===== config.mk =====
export PLATFORM = sky130hd
export DESIGN_NAME = bcd_scan_mux
export DESIGN_NICKNAME = d
export VERILOG_FILES = /design/src/rtl/bcd_scan_mux.sv
export SDC_FILE = /design/constraint.sdc
export NUM_CORES = 1
export LEC_CHECK = 0
export ABC_AREA = 1
export BUFFER_PORTS_ARGS = -buffer_cell sky130_fd_sc_hd__buf_2
export CORE_MARGIN = 8
export CORE_UTILIZATION = 61
export CTS_BUF_LIST = sky130_fd_sc_hd__clkbuf_2 sky130_fd_sc_hd__clkbuf_4 sky130_fd_sc_hd__clkbuf_8
export DETAILED_ROUTE_END_ITERATION = 6
export PLACE_DENSITY = 0.82
export SYNTH_ARGS = -nofsm -noshare
export SYNTH_HDL_FRONTEND = slang
export SYNTH_SLANG_ARGS = --single-unit
export TNS_END_PERCENT = 50

===== constraint.sdc =====
create_clock -name clk -period 1.7 [get_ports clk]
set_input_delay 0.085 -clock clk [delete_from_list [all_inputs] [get_ports clk]]
set_output_delay 0.085 -clock clk [all_outputs]
set_load 0.01 [all_outputs]

===== src/rtl/bcd_scan_mux.sv =====
// Time-multiplexed digit scanner feeding a BCD-to-7-segment decoder: holds a packed-BCD
// value, scans one digit per slot, swaps in new values only at frame boundaries.
module bcd_scan_mux #(
   parameter int DIGITS   = 4,
   parameter int DIV      = 50000,
   parameter bit BLANK_LZ = 1'b1
) (
   input  logic                  clk,
   input  logic                  rst,
   input  logic                  load,
   input  logic [4*DIGITS-1:0]   value,
   output logic                  A,
   output logic                  B,
   output logic                  C,
   output logic                  D,
   output logic [DIGITS-1:0]     digit_en,
   output logic                  blank,
   output logic                  load_ack,
   output logic                  err_bcd
);

   localparam int CW = (DIV > 1) ? $clog2(DIV) : 1;
   localparam int IW = (DIGITS > 1) ? $clog2(DIGITS) : 1;
   localparam logic [CW-1:0] CNT_LAST = CW'(DIV - 1);
   localparam logic [IW-1:0] IDX_LAST = IW'(DIGITS - 1);

   logic [CW-1:0]         cnt_q, cnt_d;
   logic [IW-1:0]         idx_q, idx_d;
   logic [4*DIGITS-1:0]   disp_q, disp_d;
   logic [4*DIGITS-1:0]   shadow_q, shadow_d;
   logic                  pending_q, pending_d;
   logic                  upd_q, upd_d;
   logic                  tick, frame;

   logic [3:0]            nib_q, nib_d;
   logic [DIGITS-1:0]     en_q, en_d;
   logic                  blank_q, blank_d;
   logic                  ack_q, ack_d;
   logic                  err_q, err_d;

   always_comb begin
      tick      = (cnt_q == CNT_LAST);
      frame     = tick && (idx_q == IDX_LAST);
      cnt_d     = tick ? '0 : cnt_q + 1'b1;
      idx_d     = idx_q;
      if (tick) begin
         idx_d = (idx_q == IDX_LAST) ? '0 : idx_q + 1'b1;
      end
      shadow_d  = load ? value : shadow_q;
      pending_d = pending_q | load;
      disp_d    = disp_q;
      upd_d     = 1'b0;
      // A load in the frame cycle bypasses the shadow so it is shown this frame.
      if (frame) begin
         upd_d     = load | pending_q;
         pending_d = 1'b0;
         if (load) begin
            disp_d = value;
         end else if (pending_q) begin
            disp_d = shadow_q;
         end
      end
   end

   logic [3:0]          dig [DIGITS];
   logic [DIGITS-1:0]   bad;
   logic [DIGITS-1:0]   slot_blank;
   logic [DIGITS:1]     upper_zero;

   assign upper_zero[DIGITS] = 1'b1;

   genvar gi;
   generate
      for (gi = 0; gi < DIGITS; gi++) begin : g_slot
         assign dig[gi] = disp_q[4*gi +: 4];
         assign bad[gi] = (dig[gi] > 4'd9);
         if (gi == 0) begin : g_lsd
            assign slot_blank[gi] = bad[gi];
         end else begin : g_upper
            // upper_zero[gi]: digits gi..DIGITS-1 are all zero
            assign upper_zero[gi]  = (dig[gi] == 4'd0) && upper_zero[gi+1];
            assign slot_blank[gi]  = bad[gi] | (BLANK_LZ && upper_zero[gi]);
         end
      end
   endgenerate

   always_comb begin
      blank_d = slot_blank[idx_q];
      nib_d   = blank_d ? 4'd0 : dig[idx_q];
      en_d    = blank_d ? '0 : (DIGITS'(1) << idx_q);
      ack_d   = upd_q;
      err_d   = |bad;
   end

   always_ff @(posedge clk) begin
      if (rst) begin
         cnt_q     <= '0;
         idx_q     <= '0;
         disp_q    <= '0;
         shadow_q  <= '0;
         pending_q <= 1'b0;
         upd_q     <= 1'b0;
         nib_q     <= 4'd0;
         en_q      <= DIGITS'(1);
         blank_q   <= 1'b0;
         ack_q     <= 1'b0;
         err_q     <= 1'b0;
      end else begin
         cnt_q     <= cnt_d;
         idx_q     <= idx_d;
         disp_q    <= disp_d;
         shadow_q  <= shadow_d;
         pending_q <= pending_d;
         upd_q     <= upd_d;
         nib_q     <= nib_d;
         en_q      <= en_d;
         blank_q   <= blank_d;
         ack_q     <= ack_d;
         err_q     <= err_d;
      end
   end

   assign {A, B, C, D} = nib_q;
   assign digit_en     = en_q;
   assign blank        = blank_q;
   assign load_ack     = ack_q;
   assign err_bcd      = err_q;

endmodule

==> flow_summary.toml <==
[route]
drc = 0
dr.pass1.iters = 4
vias_per_cell = 5.29
detail-route-antenna-nets = 0
vias = 2466
wl_per_cell_um = 12.4
routed_wl_um = 5770
drt_iter0_drc = 163

[sta]
fin_setup_tns_ps = 0
setup_slack_ps = 128
rsz0062_at_grt = "false"
skew_ps = 5.67
whs_ps = 53.5
final-hold-violation-count = 0
setup_violations = 0
tightest_slew_ps = 373
max_freq_mhz = 636
maxSlewHeadroom = 0.751
final.period_utilization = 0.925
drv_slew = 0
period_needed_ps = 1570

[clock_network]
clk_pin_slew_ps = 60
postCtsSetupRepairBufs = 0
htreeDepth = 3
cts_buffers = 9
hold_buffers = 0
post_cts_resized = 0
root_buffer = "clkbuf_8"
clk_latency_ps = 340
cts.sinks = 63
clk_path_buf_depth = 2
cts_tree = "built"

[worst_setup_path]
worstReg2RegEnd = "disp_q[6]"
crit_path_start = "cnt_q[0]"
critPathKind = "flip-flop to flip-flop"
path_cells = "ha_1 > nand2_2 > nor2_4 > nand3_2 > nor2_8 > nand3_4 > nand2_1 > a21oi_1"
crit_path_max_fanout = 16
timing.rr.start = "cnt_q[0]"
required_ps = 1910
max_stage_delay_ps = 350
r2r_slack_ps = 130
crit_slowest_cell = "dfxtp_1"
crit_arrival_ps = 1780
end_kind = "flip-flop"
start_kind = "flip-flop"
r2r_cells = 8

[worst_hold_path]
min_path_type = "input port to flip-flop"
hold_path_depth = 3
hold-path-endpoint = "digit_en[0]"
min_from = "rst"

[power]
peakVddDrop_mv = 0.700
power.leakage_nw = 1.36
pwr-share-clk = 0.434
intPower_mw = 2.32
switching_share = 0.217
power_frac_comb = 0.053
p_sw_mw = 0.644
power_frac_seq = 0.513
p_total_mw = 2.96
power_density_nw_per_um2 = 911

[logic_synthesis]
synth_cell_types = 33
yosys-top-cells-area = "dfxtp_1, nor2_1, nand2_1, a21oi_1, inv_1"
synth_warnings = 0
yosysTopAreaCell = "dfxtp_1"
syn_area_sq_um = 2880
syn_nets = 398
seq_area_frac_synth = 0.438
ys_ff_latch = 63
syn_area_per_cell_sq_um = 7.66
netlist.area_leader.share = 0.438
synthCells = 376

[die]
core_sq_um = 4630
io_pins = 30
std_cell_rows = 25
start_util = 0.622
die_h_um = 84.7
die_area_sq_um = 7170
die_x_um = 84.7

[finish]
drive_above_1_share = 0.226
fin_util = 0.703
final_area_sq_um = 3250
fill_cells = 383
area_delta_synth_final_pct = 13.0
num-nets-final = 429
stdcell_count = 466
multiInputGateArea_sq_um = 1360
n_antenna_cell = 0
ff_latch_area_sq_um = 1260

[global_route]
grt_pass1_vias = 2366
antenna_found_initial = 0
grt_max_degree = 37
grt_pass1_wl_um = 10100
grt_overflow = 0
grt_usage = 0.173

[placement]
placed_cells = 450
gp_congestion = 0.883
pre_cts_ws_ps = 131
dp_hpwl_um = 4220
port_buffers = 29
dpl-instance-area_sq_um = 3050

[run]
cap_violations = 0

[outcome]
status = "completed"
-- Yosys cell counts --
cell type and instances:
a21oi_1 34, a31oi_1 1, buf_2 5, buf_4 1, buf_6 3, clkbuf_1 7
clkinv_1 1, dfxtp_1 63, ha_1 3, inv_1 39, inv_2 4, nand2_1 48
nand2_2 9, nand3_1 14, nand3_2 1, nand3_4 1, nand3b_1 2, nand3b_2 1
nand4_1 19, nor2_1 53, nor2_2 2, nor2_4 1, nor2_8 1, nor3_1 6
nor3_2 4, nor3b_1 2, nor3b_2 1, o21a_1 16, o21ai_0 13, or2_0 1
or2_2 16, xnor2_1 2, xor2_1 2
-- critical path: cells and delay by family, from the launching register on --
| family | cells | cell delay (ps) |
|---|---|---|
| AND/OR/NAND/NOR | 6 | 840 |
| flip-flops | 1 | 350 |
| adder cells (fa/ha/maj) | 1 | 190 |
| AO/OA/AOI/OAI | 1 | 70 |
-- flip-flops by register name, indices dropped and copies added, names as in the netlist --
| register | cells |
|---|---|
| load_ack | 1 |
| nib_q | 4 |
| shadow_q | 16 |
| blank | 1 |
| digit_en | 4 |
| pending_q | 1 |
| cnt_q | 16 |
| ack_d | 1 |
| disp_q | 16 |
| err_bcd | 1 |
| idx_q | 2 |
-- cells by family (layout without fill, tap and decap cells) --
kind of cell	count (synthesis)	after routing	share of synthesized area
AND/OR/NAND/NOR	182	182	0.322
AO/OA/AOI/OAI	64	64	0.126
flip-flops	63	63	0.438
buffers and inverters	60	96	0.0895
XOR/XNOR	4	4	0.0122
adder cells (fa/ha/maj)	3	3	0.0130
-- worst max-delay path by stage --
| stage | end | slack [ps] | cells past startpoint |
|---|---|---|---|
| 6_report | disp_q[6] | 130 | 8 |
| 5_1_grt | disp_q[6] | 3 | 8 |
| 4_1_cts | disp_q[6] | 120 | 8 |
| 3_5_place_dp | disp_q[6] | 130 | 8 |
| 3_3_place_gp | disp_q[15] | 190 | 8 |
| 2_1_floorplan | disp_q[5] | 250 | 9 |
-- metal layers --
layer	GRT usage	up-vias	wire (um)
met5	0	-	0
met3	0.0488	12	276
met4	0.0858	0	122
li1	-	1276	-
met1	0.188	1124	2490
met2	0.300	54	2880
-- power groups by stage --
| stage | clock (mW) | combinational [mW] | sequential (mW) |
|---|---|---|---|
| floorplan | 0 | 0.120 | 1.55 |
| global placement | 0 | 0.154 | 1.55 |
| detailed placement | 0 | 0.158 | 1.55 |
| CTS | 1.31 | 0.158 | 1.52 |
| global route | 1.37 | 0.179 | 1.52 |
| finish | 1.29 | 0.156 | 1.52 |
-- cell type report --
class	instances	area share
multi-input cells	253	0.418
flip-flops and latches	63	0.388
repair buffers	36	0.0619
inverters	44	0.0508
clock buffers	12	0.0469
well taps	54	0.0208
clock inverters	4	0.0138
-- cell usage in the layout (no fill, tap or decap), drive strengths merged, types with 3 or more instances in the layout --
master  netlist  routed
nor3b         3       3
a21oi        34      34
nor2         57      57
nand3        16      16
inv          43      43
nor3         10      10
nand4        19      19
clkbuf        7      12
clkinv        1       4
dfxtp        63      63
o21a         16      16
or2          17      17
ha            3       3
o21ai        13      13
nand3b        3       3
nand2        57      57
buf           9      36
Note: power is estimated with default switching activity, not from simulation.
